--- src/rtl/ex_operand_stage.sv ---
// ID/EX pipeline register for the RV32I core: captures decoded ID fields, forwards
// MEM/WB results into the ALU operands and requests a one-cycle stall on load-use.
module ex_operand_stage #(
  parameter int XLEN   = 32,
  parameter int REG_AW = 5
) (
  input  logic              clk_i,
  input  logic              rst_ni,
  input  logic              id_valid_i,
  input  logic [XLEN-1:0]   id_pc_i,
  input  logic [REG_AW-1:0] id_rs1_addr_i,
  input  logic [REG_AW-1:0] id_rs2_addr_i,
  input  logic [XLEN-1:0]   id_rs1_data_i,
  input  logic [XLEN-1:0]   id_rs2_data_i,
  input  logic [XLEN-1:0]   id_imm_i,
  input  logic [3:0]        id_alu_op_i,
  input  logic              id_bsel_i,
  input  logic              id_asel_i,
  input  logic [REG_AW-1:0] id_rd_addr_i,
  input  logic              id_rd_wren_i,
  input  logic              id_mem_rden_i,
  input  logic              id_mem_wren_i,
  input  logic [REG_AW-1:0] mem_rd_addr_i,
  input  logic              mem_rd_wren_i,
  input  logic [XLEN-1:0]   mem_data_i,
  input  logic [REG_AW-1:0] wb_rd_addr_i,
  input  logic              wb_rd_wren_i,
  input  logic [XLEN-1:0]   wb_data_i,
  input  logic              flush_i,
  input  logic              hold_i,
  output logic              stall_o,
  output logic              ex_valid_o,
  output logic [XLEN-1:0]   ex_pc_o,
  output logic [XLEN-1:0]   ex_imm_o,
  output logic [XLEN-1:0]   ex_op_a_o,
  output logic [XLEN-1:0]   ex_op_b_o,
  output logic [XLEN-1:0]   ex_rs2_data_o,
  output logic [3:0]        ex_alu_op_o,
  output logic [REG_AW-1:0] ex_rd_addr_o,
  output logic              ex_rd_wren_o,
  output logic              ex_mem_rden_o,
  output logic              ex_mem_wren_o
);

  logic              ex_valid_reg;
  logic [XLEN-1:0]   ex_pc_reg;
  logic [XLEN-1:0]   ex_imm_reg;
  logic [REG_AW-1:0] ex_rs1_addr_reg;
  logic [REG_AW-1:0] ex_rs2_addr_reg;
  logic [XLEN-1:0]   ex_rs1_data_reg;
  logic [XLEN-1:0]   ex_rs2_data_reg;
  logic [3:0]        ex_alu_op_reg;
  logic              ex_bsel_reg;
  logic              ex_asel_reg;
  logic [REG_AW-1:0] ex_rd_addr_reg;
  logic              ex_rd_wren_reg;
  logic              ex_mem_rden_reg;
  logic              ex_mem_wren_reg;

  logic load_use;

  // Both sources are compared even if the operand mux will not select them.
  assign load_use = ex_valid_reg & ex_mem_rden_reg & (ex_rd_addr_reg != '0) & id_valid_i &
                    ((id_rs1_addr_i == ex_rd_addr_reg) | (id_rs2_addr_i == ex_rd_addr_reg));

  assign stall_o = (load_use & ~flush_i) | hold_i;

  always_ff @(posedge clk_i or negedge rst_ni) begin
    if (!rst_ni) begin
      ex_valid_reg    <= 1'b0;
      ex_pc_reg       <= '0;
      ex_imm_reg      <= '0;
      ex_rs1_addr_reg <= '0;
      ex_rs2_addr_reg <= '0;
      ex_rs1_data_reg <= '0;
      ex_rs2_data_reg <= '0;
      ex_alu_op_reg   <= '0;
      ex_bsel_reg     <= 1'b0;
      ex_asel_reg     <= 1'b0;
      ex_rd_addr_reg  <= '0;
      ex_rd_wren_reg  <= 1'b0;
      ex_mem_rden_reg <= 1'b0;
      ex_mem_wren_reg <= 1'b0;
    end else if (hold_i) begin
      ex_valid_reg <= ex_valid_reg;
    end else if (flush_i || load_use) begin
      // Bubble: only validity and side-effecting enables matter.
      ex_valid_reg    <= 1'b0;
      ex_rd_wren_reg  <= 1'b0;
      ex_mem_rden_reg <= 1'b0;
      ex_mem_wren_reg <= 1'b0;
    end else begin
      ex_valid_reg    <= id_valid_i;
      ex_pc_reg       <= id_pc_i;
      ex_imm_reg      <= id_imm_i;
      ex_rs1_addr_reg <= id_rs1_addr_i;
      ex_rs2_addr_reg <= id_rs2_addr_i;
      ex_rs1_data_reg <= id_rs1_data_i;
      ex_rs2_data_reg <= id_rs2_data_i;
      ex_alu_op_reg   <= id_alu_op_i;
      ex_bsel_reg     <= id_bsel_i;
      ex_asel_reg     <= id_asel_i;
      ex_rd_addr_reg  <= id_rd_addr_i;
      ex_rd_wren_reg  <= id_rd_wren_i & id_valid_i;
      ex_mem_rden_reg <= id_mem_rden_i & id_valid_i;
      ex_mem_wren_reg <= id_mem_wren_i & id_valid_i;
    end
  end

  logic [REG_AW-1:0] src_addr [2];
  logic [XLEN-1:0]   src_data [2];
  logic [XLEN-1:0]   fwd_data [2];

  assign src_addr[0] = ex_rs1_addr_reg;
  assign src_addr[1] = ex_rs2_addr_reg;
  assign src_data[0] = ex_rs1_data_reg;
  assign src_data[1] = ex_rs2_data_reg;

  // MEM is younger than WB, so it wins; x0 always reads the register file value.
  for (genvar gi = 0; gi < 2; gi++) begin : g_fwd
    assign fwd_data[gi] =
      ((src_addr[gi] != '0) && mem_rd_wren_i && (mem_rd_addr_i == src_addr[gi])) ? mem_data_i :
      ((src_addr[gi] != '0) && wb_rd_wren_i  && (wb_rd_addr_i  == src_addr[gi])) ? wb_data_i  :
      src_data[gi];
  end

  assign ex_op_a_o     = ex_asel_reg ? ex_pc_reg  : fwd_data[0];
  assign ex_op_b_o     = ex_bsel_reg ? ex_imm_reg : fwd_data[1];
  assign ex_rs2_data_o = fwd_data[1];

  assign ex_valid_o    = ex_valid_reg;
  assign ex_pc_o       = ex_pc_reg;
  assign ex_imm_o      = ex_imm_reg;
  assign ex_alu_op_o   = ex_alu_op_reg;
  assign ex_rd_addr_o  = ex_rd_addr_reg;
  assign ex_rd_wren_o  = ex_rd_wren_reg;
  assign ex_mem_rden_o = ex_mem_rden_reg;
  assign ex_mem_wren_o = ex_mem_wren_reg;

endmodule

--- config.mk ---
export PLATFORM = sky130hd
export DESIGN_NAME = ex_operand_stage
export DESIGN_NICKNAME = d
export VERILOG_FILES = /design/src/rtl/ex_operand_stage.sv
export SDC_FILE = /design/constraint.sdc
export NUM_CORES = 1
export LEC_CHECK = 0
export BUFFER_PORTS_ARGS = -buffer_cell sky130_fd_sc_hd__clkbuf_2
export CAP_MARGIN = 0
export CORE_AREA = 2 2 156 158
export CTS_BUF_LIST = sky130_fd_sc_hd__clkbuf_16
export CTS_CLUSTER_SIZE = 20
export DETAILED_ROUTE_END_ITERATION = 16
export DIE_AREA = 0 0 158 160
export PLACE_DENSITY = 0.61
export SYNTH_ARGS = -nofsm -noshare
export SYNTH_HDL_FRONTEND = slang
export SYNTH_SLANG_ARGS = --single-unit
--- constraint.sdc ---
create_clock -name clk_i -period 6.3 [get_ports clk_i]
set_clock_uncertainty 0.2 [all_clocks]
set_input_delay 0.315 -clock clk_i [delete_from_list [all_inputs] [get_ports clk_i]]
set_output_delay 0.315 -clock clk_i [all_outputs]
set_load 0.02 [all_outputs]
# After elaboration in Yosys (flattened, before gate mapping)
# Cells that the tools add are included.
# W data, S select, Z words.
word_totals:
  reg_bits: 153
op_classes:
  n_eq_ne: 6
  mux: 10
  bitwise_logic: 13
  reduce_logical: 13
op_table:
  columns: ["op", "count"]
  rows:
  - ["$mux W32", 6]
  - ["$eq A5 B5 Y1", 6]
  - ["$reduce_bool A5 Y1", 3]
  - ["$and A1 B1 Y1", 8]
  - ["$logic_and A1 B1 Y1", 8]
  - ["$mux W1", 4]
  - ["$not A1 Y1", 3]
  - ["$or A1 B1 Y1", 2]
  - ["$reduce_and A2 Y1", 1]
  - ["$logic_or A1 B1 Y1", 1]

# Longest topological paths before layout
# Gate-level depths: netlist of run 1.
depth:
  ltp_word: 7
  mapped_depth: 7

# Least setup slack after synthesis of run 1
# OpenSTA, ideal clock, no wires.
synth_path:
  kind: "reg2out"
  start: "reg ex_rs1_addr_reg[1]"
  end: "out ex_op_a_o[10]"
  arrival_time_ps: 2150
  required_time_ps: 5785
  slack_ps: 3635
  path_stages_with_launch: 7
  path_cell_list: "dfrtp_1 or4_1 nor2_1 nor3_2 buf_2 mux2i_1 a222oi_1"
synth_via:
  elab_chain_cells: 6
  elab_cells_between_ends: 10
  cone_classes: "eq/ne: 2; mux: 3; reduce/logical: 5"
synth_rtl:
  columns: ["item", "line", "rtl"]
  rows:
  - ["from (decl)", "48", "logic [REG_AW-1:0] ex_rs1_addr_reg;"]
  - ["from (signal assigned)", "96", "ex_rs1_addr_reg <= id_rs1_addr_i;"]
  - ["$reduce_bool A5 Y1", "122, 123", null]
  - ["$logic_and A1 B1 Y1 (2 in a row)", "123", "((src_addr[gi] != '0) && wb_rd_wren_i && (wb_rd_addr_i == src_addr[gi])) ? wb_data_i :"]
  - ["$mux W32", "123", null]
  - ["$mux W32 *", "122", "((src_addr[gi] != '0) && mem_rd_wren_i && (mem_rd_addr_i == src_addr[gi])) ? mem_data_i :"]
  - ["$mux W32 *", "127", "assign ex_op_a_o = ex_asel_reg ? ex_pc_reg : fwd_data[0];"]
  - ["to (decl)", "35", "output logic [XLEN-1:0] ex_op_a_o,"]
# Every way passes the cells marked *; elsewhere a longest branch is shown, timed or not.

# Final worst setup path of run 1
layout_path:
  start: "reg ex_rs2_addr_reg[0]"
  end: "out ex_op_b_o[3]"
layout_via:
  elab_chain_cells: 6
  elab_cells_between_ends: 10
  cone_classes: "eq/ne: 2; mux: 3; reduce/logical: 5"
layout_rtl:
  columns: ["item", "line", "rtl"]
  rows:
  - ["from (decl)", "49", "logic [REG_AW-1:0] ex_rs2_addr_reg;"]
  - ["from (signal assigned)", "97", "ex_rs2_addr_reg <= id_rs2_addr_i;"]
  - ["$reduce_bool A5 Y1", "122, 123", null]
  - ["$logic_and A1 B1 Y1 (2 in a row)", "123", null]
  - ["$mux W32", "123", null]
  - ["$mux W32 *", "122", null]
  - ["$mux W32 *", "128", "assign ex_op_b_o = ex_bsel_reg ? ex_imm_reg : fwd_data[1];"]
  - ["to (decl)", "36", "output logic [XLEN-1:0] ex_op_b_o,"]
# Marks and branches as above.

==> results of run 1 <==
[worst paths after layout]
| path | from | end | cells after the start |
|---|---|---|---|
| max in group asynchronous | rst_ni | ex_rs2_data_reg[6]$_DFFE_PN0P_ | 3 |
| min in group asynchronous | rst_ni | ex_pc_o[27]$_DFFE_PN0P_ | 2 |
| worst min register to register | ex_rs1_data_reg[28]$_DFFE_PN0P_ | ex_rs1_data_reg[28]$_DFFE_PN0P_ | 1 |
| worst min-delay path | id_rs2_addr_i[0] | ex_rs2_addr_reg[0]$_DFFE_PN0P_ | 2 |
| worst max register to register | ex_rd_addr_o[0]$_DFFE_PN0P_ | ex_rd_wren_o$_DFFE_PN0N_ | 7 |
| worst max-delay path | ex_rs2_addr_reg[0]$_DFFE_PN0P_ | ex_op_b_o[3] | 7 |
[routing by layer]
metal	share of wire	vias up
li1	-	3736
met1	0.41	3964
met2	0.51	368
met3	0.059	53
met4	0.026	0
met5	0	-
[worst max-delay path: cells and delay by family (launching register included)]
family | cells | cell delay (ns)
simple gates | 2 | 0.54
compound gates | 2 | 1.14
mux | 1 | 0.17
buf+inv | 2 | 0.71
flops | 1 | 0.42
[synthesized netlist by cell type]
cell type | count | area [µm²]
a211oi_1 | 1 | 7.51
a211oi_2 | 1 | 12.5
a21oi_1 | 34 | 170
a221oi_1 | 32 | 280
a222oi_1 | 32 | 320
a22o_1 | 1 | 8.76
a32o_1 | 3 | 30.0
and2_1 | 1 | 6.26
buf_1 | 3 | 11.3
buf_2 | 12 | 60.1
buf_4 | 8 | 60.1
buf_6 | 3 | 33.8
clkbuf_1 | 26 | 97.6
dfrtp_1 | 153 | 3830
inv_1 | 98 | 368
mux2_1 | 66 | 743
mux2_2 | 83 | 935
mux2i_1 | 64 | 641
nand2_1 | 5 | 18.8
nand3_1 | 3 | 15.0
nand4_1 | 2 | 12.5
nor2_1 | 35 | 131
nor2b_1 | 1 | 6.26
nor3_1 | 35 | 175
nor3_2 | 1 | 10.0
nor4_1 | 3 | 18.8
o2111ai_4 | 1 | 26.3
o21bai_1 | 1 | 7.51
o22ai_1 | 1 | 6.26
or4_1 | 1 | 7.51
xnor2_1 | 19 | 166
xor2_1 | 10 | 87.6
[logic make-up (layout without fill, tap and decap cells)]
family	after synthesis	in the layout
xor+xnor	29	29
buf+inv	150	697
compound gates	107	107
other cells	0	2
flops	153	153
mux	213	213
simple gates	87	87
[per-stage QoR]
step           hold WS (ns)  total power, W  instance area (µm²)  setup WS [ns]
2_1_floorplan        -0.181         0.00191                 8300           3.64
3_3_place_gp          0.224         0.00233                10600           2.84
3_5_place_dp          0.233         0.00235                10600           2.82
4_1_cts             0.00755         0.00353                12800           2.34
5_1_grt              0.0122         0.00367                12800           2.09
6_report             0.0319         0.00351                12800           2.36
[cells in the final DEF (no fill, tap or decap), types with 2 or more instances in the layout]
cell,n
xor2_1,10
dfrtp_1,151
buf_4,5
clkinv_2,2
nand2_1,4
a32o_1,3
xnor2_1,19
a221oi_1,32
nor3_1,35
mux2i_1,64
dfrtp_2,2
dlygate4sd3_1,156
a21oi_1,33
clkinv_4,2
inv_1,100
nor4_1,3
mux2_2,83
clkinvlp_4,2
clkbuf_16,17
nor2_1,34
nand4_1,2
a222oi_1,32
nand3_1,3
diode_2,2
bufinv_16,4
clkbuf_2,405
mux2_1,66
[area by class of cell]
class                   count  area share
multi-input cells         436       0.305
flip-flops and latches    153       0.300
well taps                 324      0.0318
clock inverters            14      0.0143
repair buffers            568       0.286
inverters                  98      0.0288
diodes                      2    0.000392
clock buffers              17      0.0333
[power breakdown]
part | switching [W] | total (W) | internal, W
clock network | 0.000434 | 0.00109 | 0.000658
logic | 0.000673 | 0.00116 | 0.000491
registers | 0.000125 | 0.00125 | 0.00113
total | 0.00123 | 0.00351 | 0.00228
[repair_timing]
action,4_1_cts,5_1_grt
endpoints found under the setup margin,0,0
hold buffers,156,0
hold endpoints to repair,234,0
==> impl_results.md, run 1 <==
- Run status: complete, no violations
- Share of layout cells above drive strength 1: 0.414
- Port Buffer Count: between 400 and 500
- Die X: ~160 µm
- Die H: 160 µm
- Final hold vios: 0
- TNS Setup: 0 ns
- Nets: 1507
- H-tree depth: 4
- Leakage: roughly 6.4 nW
- Total congestion overflow: 0
- Slowest cell on the critical path: o2111ai_4
- Global routing usage on met2: 0.396
- RSZ-0062 raised after global routing: no
- Placed insts: about 1400
- Required time of the worst setup path: 5.78 ns
- Worst Hold Class: input port to register
- Clock Latency Late Sink: about 0.42 ns
- Worst-path maximum fanout: 17
- CTS Root Buffer Type: clkbuf_16
- Synth Instances: between 700 and 800
- GR Util All Layers: 0.224
- Synth Cell Area: roughly 8300 µm²
- Fillers: ~2200
- M3 GR Usage: 0.0404
- Peak supply drop: about 150 µV
- Vias/cell: approximately 5.0
- PwrDens: between 200 and 300 nW/µm²
- Drt first pass iters: 8
- Achievable clock frequency: 0.254 GHz
- Rows: 57
- Synthesized area per cell: 11.2 µm²
- Die area: about 25000 µm²
- Initial Util: 0.349
- GR peak layer: met2
- Post-Synth Adder-Cell Area: 0
- Met1 usage: 0.268
- MaxCap Viol Count: 0
- Syn nets: 972
- Final core occ: 0.536
- First-pass GRT wire length: 43.9 mm
- Final cell count without fillers: between 1500 and 2000
- Max Slew Vio Count: 0
- Final setup vio count: 0
- Synth Area in Compound Gates: 0.105
- Largest net degree at the start of global routing: 131
- Register area share after synthesis: 0.461
- Drt wl/cell: approximately 18 µm
- Post-Synth Simple-Gate Area: 0.0484
- CTS tree: yes
- CP Cell Sequence: nor4_1, nor3_1, o2111ai_4, buf_4, mux2i_1, a221oi_1, clkbuf_2
- Core area: 23800 µm²
- Worst-Margin Slew: between 1 and 1.5 ns
- Number of buffers on the longest clock path: 2
- FF/Latch Area: 3830 µm²
- Initial DRC Count: 570
- Post-synthesis xor/xnor area fraction: 0.0306
- Clk sink count: about 150
- Number of synthesized register bits: roughly 150
- Main combinational cell family by area after synthesis: multiplexers
- Routed via count: a little over 8000
- Ys Warns: 0
- Setup CP Type: register to primary output
- Reg clk slew, reported paths: about 0.060 ns
- Vias in the first global route: 8310
- Antenna violations before repair: 1
- # resized after CTS: 0
- Clock buffer count from CTS: 17
- Syn-to-layout area delta: 53.8%
- DP HPWL: approximately 20 mm
- Critical Path Sink Type: primary output
- Fin crit period: approximately 4 ns
- Crit path DAT: about 3.4 ns
- Post-Route WL: between 20 and 30 mm
- Multiplexer share of the synthesized area: 0.279
- Setup repair bufs after CTS: 0
- DRC viols: 0
- FF-to-FF setup slack: 3.52 ns
- Placer Congestion: between 0.8 and 0.9
- Area of the multi-input gates: about 4000 µm²
- Io pins: 407
- CP peak stage delay: approximately 0.69 ns
- Routed Antenna Nets: 0
- Crit start category: register
- Slew headroom: 0.155
- Count of distinct cell types in the synthesized netlist: 32
- Crit share post-route: 0.626
Note: power is estimated with default switching activity, not from simulation.
==> inputs of run 2 (changes only) <==
==> constraint.sdc (replaced) <==
create_clock -name clk_i -period 3.9 [get_ports clk_i]
set_clock_uncertainty 0.2 [all_clocks]
set_input_delay 0.195 -clock clk_i [delete_from_list [all_inputs] [get_ports clk_i]]
set_output_delay 0.195 -clock clk_i [all_outputs]
set_load 0.02 [all_outputs]
==> run 2 against run 1 <==
Against the previous run: die area stayed put; final area up 0.57%; sequential power rose by 62%; global-route usage barely moved; register-to-register slack got worse by 2.3 ns.
==> impl_results.md, run 2 (same netlist as run 1, synthesis figures left out) <==
- RSZ-0062 raised after global routing: no (unchanged)
- Clock buffer count from CTS: 17 (unchanged)
- Worst-path maximum fanout: 96 (was 17)
- Crit start category: register (unchanged)
- Rows: 57 (unchanged)
- Syn-to-layout area delta: 54.6% (was 53.8%)
- Crit path DAT: 3.17 ns (was 3.43 ns)
- Final core occ: 0.539 (was 0.536)
- CTS tree: yes (unchanged)
- Vias in the first global route: 8306 (was 8310)
- DRC viols: 0 (unchanged)
- Cell Area, Placed: 10700 µm² (was 10600 µm²)
- Drt first pass iters: 8 (unchanged)
- H-tree depth: 4 (unchanged)
- Antenna violations before repair: 1 (unchanged)
- Io pins: 407 (unchanged)
- Initial Util: 0.349 (unchanged)
- Required time of the worst setup path: 3.50 ns (was 5.78 ns)
- Max Slew Vio Count: 0 (unchanged)
- Fin crit period: about 3.6 ns
- Reg clk slew, reported paths: 0.07 ns (was 0.06 ns)
- Clock Latency Late Sink: 0.42 ns (about the same)
- Power, Total: 0.00562 W (was 0.00351 W)
- First-pass GRT wire length: 44.4 mm (was 43.9 mm)
- Worst-Margin Slew: 1.24 ns (was 1.26 ns)
- Share of layout cells above drive strength 1: 0.416 (was 0.414)
- MaxCap Viol Count: 0 (unchanged)
- Core area: 23800 µm² (unchanged)
- Run status: complete, no violations (unchanged)
- # resized after CTS: 0 (unchanged)
- Placed insts: 1428 (was 1423)
- Die H: 160 µm (unchanged)
- Final hold vios: 0 (unchanged)
- Worst Hold Class: input port to async pin (was input port to register)
- Slew headroom: 0.175 (was 0.155)
- Achievable clock frequency: ~0.28 GHz
- Final Cell Area: 12800 µm² (about the same)
- Final cell count without fillers: 1618 (was 1612)
- Leakage: 6.40 nW (was 6.35 nW)
- Final setup vio count: 0 (unchanged)
- CTS Root Buffer Type: clkbuf_16 (unchanged)
- Die area: 25300 µm² (unchanged)
- Placer Congestion: 0.857 (was 0.852)
- Routed via count: 8102 (was 8121)
- TNS Setup: 0 ns (unchanged)
- Commonest non-fill, non-tap cell in the layout: clkbuf_2 (unchanged)
- Routed Antenna Nets: 0 (unchanged)
- GR Util All Layers: 0.224 (about the same)
- Nets: 1514 (was 1507)
- Total congestion overflow: 0 (unchanged)
- Crit share post-route: 0.914
- DP HPWL: 20.3 mm (was 19.9 mm)
- Clk sink count: 153 (unchanged)
- PwrDens: 438 nW/µm² (was 275 nW/µm²)
- Peak supply drop: 251 µV (was 150 µV)
- Drt wl/cell: 18.0 µm (was 18.1 µm)
- Post-Route WL: 29.1 mm (was 29.3 mm)
- Initial DRC Count: 512 (was 570)
- Most frequent cells in the layout: clkbuf_2, dlygate4sd3_1, dfrtp_1 (unchanged)
- Largest net degree at the start of global routing: 99 (was 131)
- Setup repair bufs after CTS: 0 (unchanged)
- Critical Path Sink Type: primary output (unchanged)
- Number of buffers on the longest clock path: 2 (unchanged)
- Die X: 158 µm (unchanged)
- Setup CP Type: register to primary output (unchanged)
- Port Buffer Count: 406 (unchanged)
- # hold bufs at CTS: 158 (was 156)
- Vias/cell: 5.01 (was 5.04)
==> run 2: where the power goes <==
group	switching, W	internal, W
clock network	0.000703	0.00101
logic	0.00109	0.000801
registers	0.000202	0.00182
total	0.00199	0.00363
==> run 2: worst paths after layout <==
check,start,end,slack (ns),cells after the start
max,ex_rs2_addr_reg[1]$_DFFE_PN0P_,ex_op_b_o[16],0.33,6
min reg2reg,ex_rs1_data_reg[0]$_DFFE_PN0P_,ex_rs1_data_reg[0]$_DFFE_PN0P_,0.29,1
max in group asynchronous,rst_ni,ex_imm_o[6]$_DFFE_PN0P_,2.40,3
min in group clk_i,ex_rs1_data_reg[0]$_DFFE_PN0P_,ex_rs1_data_reg[0]$_DFFE_PN0P_,0.29,1
min,rst_ni,ex_pc_o[27]$_DFFE_PN0P_,0.19,2
max reg2reg,ex_rd_addr_o[0]$_DFFE_PN0P_,ex_rd_wren_o$_DFFE_PN0N_,1.27,7
==> run 2: per-stage QoR <==
stage               setup slack (ns)  hold slack, ns
floorplan                       1.36          -0.301
global placement               0.891          0.0975
detailed placement             0.777          0.0916
CTS                            0.301           0.196
global route                  0.0552           0.256
finish                         0.333           0.192
==> run 2: cell type report <==
class / count / area [µm²]
Fill cell: 2127 / 11000
Multi-Input combinational cell: 436 / 3890
Sequential cell: 153 / 3830
Timing Repair Buffer: 575 / 3740
Clock buffer: 17 / 425
Tap cell: 324 / 405
Inverter: 98 / 368
Clock inverter: 14 / 175
Antenna cell: 1 / 2.50
==> run 2: metal layers <==
layer  part of all wire  wire length, µm  GRT usage  vias up
met1               0.40            11600      0.269     3923
met3              0.072             2110     0.0502       60
li1                   -                -          -     3755
met5                  0                0          0        -
met4              0.030              862     0.0893        0
met2               0.50            14500      0.387      364
==> run 2: worst max-delay path: stages, from the launching register on <==
cell and delay [ns]:
dfrtp_1 0.43, xor2_1 0.19, a211oi_1 0.64, nand2_4 0.74, nor3_1 0.37, a221oi_1 0.11
clkbuf_2 0.25
==> inputs of run 3 (changes only) <==
==> constraint.sdc (replaced) <==
create_clock -name clk_i -period 4.57 [get_ports clk_i]
set_clock_uncertainty 0.2 [all_clocks]
set_input_delay 0.2285 -clock clk_i [delete_from_list [all_inputs] [get_ports clk_i]]
set_output_delay 0.2285 -clock clk_i [all_outputs]
set_load 0.02 [all_outputs]
==> run 3 against run 2 <==
Against the previous run: critical path depth grew 1; non-clock buffer count shrank 2; cell count shrank 0.19%; register-to-register slack gained 0.61 ns; global-route usage grew 0.55 points; sequential power shrank 14%; worst setup slack gained 0.42 ns; critical endpoint is now ex_op_b_o[3]; largest cell class unchanged; highest routed layer unchanged.
==> impl_results.md, run 3 (same netlist as run 1, synthesis figures left out) <==
- Run status: complete, no violations (unchanged)
- Area of the multi-input gates: 3890 µm² (unchanged)
- Antenna violations before repair: 0 (was 1)
- Drt wl/cell: 18.5 µm (was 18.0 µm)
- H-tree depth: 4 (unchanged)
- Final hold vios: 0 (unchanged)
- Share of layout cells above drive strength 1: 0.416 (about the same)
- # hold bufs at CTS: 158 (unchanged)
- Initial DRC Count: 642 (was 512)
- Placer Congestion: 0.873 (was 0.857)
- # resized after CTS: 0 (unchanged)
- Leakage: 6.38 nW (was 6.40 nW)
- Worst-Margin Slew: 1.23 ns (was 1.24 ns)
- CP Cell Sequence: nor4_1, nor3_1, o2111ai_4, buf_4, mux2i_1, a221oi_1, clkbuf_2 (was xor2_1, a211oi_1, nand2_4, nor3_1, a221oi_1, clkbuf_2)
- Crit start category: register (unchanged)
- CTS Root Buffer Type: clkbuf_16 (unchanged)
- Die H: 160 µm (unchanged)
- DRC viols: 0 (unchanged)
- Crit path DAT: 3.39 ns (was 3.17 ns)
- Routed via count: 8122 (was 8102)
- Drt first pass iters: 9 (was 8)
- Inserted Diodes: 0 (was 1)
- Rows: 57 (unchanged)
- Worst-path maximum fanout: 17 (was 96)
- Achievable clock frequency: about 0.26 GHz
- Required time of the worst setup path: 4.14 ns (was 3.50 ns)
- Crit share post-route: 0.835
- Die X: 158 µm (unchanged)
- First-pass GRT wire length: 45.2 mm (was 44.4 mm)
- Clock Latency Late Sink: 0.42 ns (about the same)
- Io pins: 407 (unchanged)
- Clk sink count: 153 (unchanged)
- Fillers: 2161 (was 2127)
- GR Util All Layers: 0.230 (was 0.224)
- Logic gate share of total power: 0.332 (was 0.336)
- Clock buffer count from CTS: 17 (unchanged)
- Die area: 25300 µm² (unchanged)
- Internal power: 0.00315 W (was 0.00363 W)
- Nets: 1512 (was 1514)
- MaxCap Viol Count: 0 (unchanged)
- Reg clk slew, reported paths: 0.07 ns (about the same)
- Routed Antenna Nets: 0 (unchanged)
- Top delay family on crit path: compound AO/OA/AOI/OAI gates (was simple AND/OR/NAND/NOR gates)
- PwrDens: 378 nW/µm² (was 438 nW/µm²)
- Slowest cell on the critical path: o2111ai_4 (was nand2_4)
- Most frequent cells in the layout: clkbuf_2, dlygate4sd3_1, dfrtp_1 (unchanged)
- Vias in the first global route: 8435 (was 8306)
- Initial Util: 0.349 (unchanged)
- CTS tree: yes (unchanged)
- Commonest non-fill, non-tap cell in the layout: clkbuf_2 (unchanged)
- Setup CP Type: register to primary output (unchanged)
- Syn-to-layout area delta: 54.5% (was 54.6%)
- Final cell count without fillers: 1615 (was 1618)
- Net Sw Frac: 0.351 (was 0.354)
- Peak supply drop: 249 µV (was 251 µV)
- Number of buffers on the longest clock path: 2 (unchanged)
- RSZ-0062 raised after global routing: no (unchanged)
- Total congestion overflow: 0 (unchanged)
- Post-Route WL: 29.9 mm (was 29.1 mm)
- TNS Setup: 0 ns (unchanged)
- Final setup vio count: 0 (unchanged)
- Clock group share of total power: 0.312 (was 0.305)
- Fin crit period: between 3 and 4 ns
- Placed insts: 1426 (was 1428)
- CP peak stage delay: 0.65 ns (was 0.74 ns)
- Worst Hold Class: input port to async pin (unchanged)
- Port Buffer Count: 406 (unchanged)
- Seq pwr share: 0.356 (was 0.359)
- Vias/cell: 5.03 (was 5.01)
- Largest net degree at the start of global routing: 121 (was 99)
- Critical Path Sink Type: primary output (unchanged)
- Slew headroom: 0.175 (about the same)
- Setup repair bufs after CTS: 0 (unchanged)
- Core area: 23800 µm² (unchanged)
- Max Slew Vio Count: 0 (unchanged)
- CP bufs+invs: 2 (was 1)
- DP HPWL: 20.4 mm (was 20.3 mm)
- FF/Latch Area: 3830 µm² (unchanged)
- Sw power: 0.00170 W (was 0.00199 W)
-- run 3: cell types whose count changed in the layout (fill, tap and decap cells not counted), sizes merged --
cell	previous run	this run
buf	12	10
clkinv	3	1
clkinvlp	2	4
bufinv	3	4
diode	1	0
inv	104	103
-- run 3: power by group through the flow --
stage / clock [W] / combinational [W] / sequential, W
floorplan: 0 / 0.000818 / 0.00181
global placement: 0 / 0.00148 / 0.00174
detailed placement: 0 / 0.00149 / 0.00175
CTS: 0.00157 / 0.00161 / 0.00173
global route: 0.00161 / 0.00172 / 0.00176
finish: 0.00152 / 0.00161 / 0.00173
-- run 3: cell type report --
type	count	share of cell area
clock buffer	17	0.0332
clock inverter	14	0.0153
inverter	98	0.0287
multi-input combinational	436	0.303
sequential	153	0.299
tap	324	0.0316
timing repair buffer	573	0.289
-- run 3: through the flow --
step	hold WS [ns]	total power (W)	cell area, µm²	setup slack (ns)	util
after floorplan	-0.267	0.00263	8300	1.99	-
after global placement	0.116	0.00322	10600	1.28	0.446
after detailed placement	0.116	0.00324	10600	1.21	0.446
after CTS	0.236	0.00490	12800	0.739	0.539
after global routing	0.284	0.00509	12800	0.539	0.539
final	0.221	0.00485	12800	0.756	0.539
-- run 3: path summary, 6_finish.rpt --
path | to | cells past startpoint | slack (ns) | startpoint
max in group asynchronous | ex_imm_o[18]$_DFFE_PN0P_ | 3 | 3.04 | rst_ni
worst min register to register | ex_rs1_data_reg[9]$_DFFE_PN0P_ | 1 | 0.29 | ex_rs1_data_reg[9]$_DFFE_PN0P_
min in group clk_i | ex_rs1_data_reg[9]$_DFFE_PN0P_ | 1 | 0.29 | ex_rs1_data_reg[9]$_DFFE_PN0P_
worst max-delay path | ex_op_b_o[3] | 7 | 0.76 | ex_rs2_addr_reg[0]$_DFFE_PN0P_
worst min-delay path | ex_imm_o[26]$_DFFE_PN0P_ | 2 | 0.22 | rst_ni
worst max register to register | ex_rd_wren_o$_DFFE_PN0N_ | 7 | 1.88 | ex_rd_addr_o[0]$_DFFE_PN0P_
-- run 3: metal layers --
| metal | global-route usage | vias to the layer above | wire (µm) |
|---|---|---|---|
| met1 | 0.272 | 3978 | 12100 |
| met4 | 0.0725 | 0 | 642 |
| met2 | 0.416 | 350 | 15400 |
| met3 | 0.0418 | 47 | 1770 |
| met5 | 0 | - | 0 |
| li1 | - | 3747 | - |
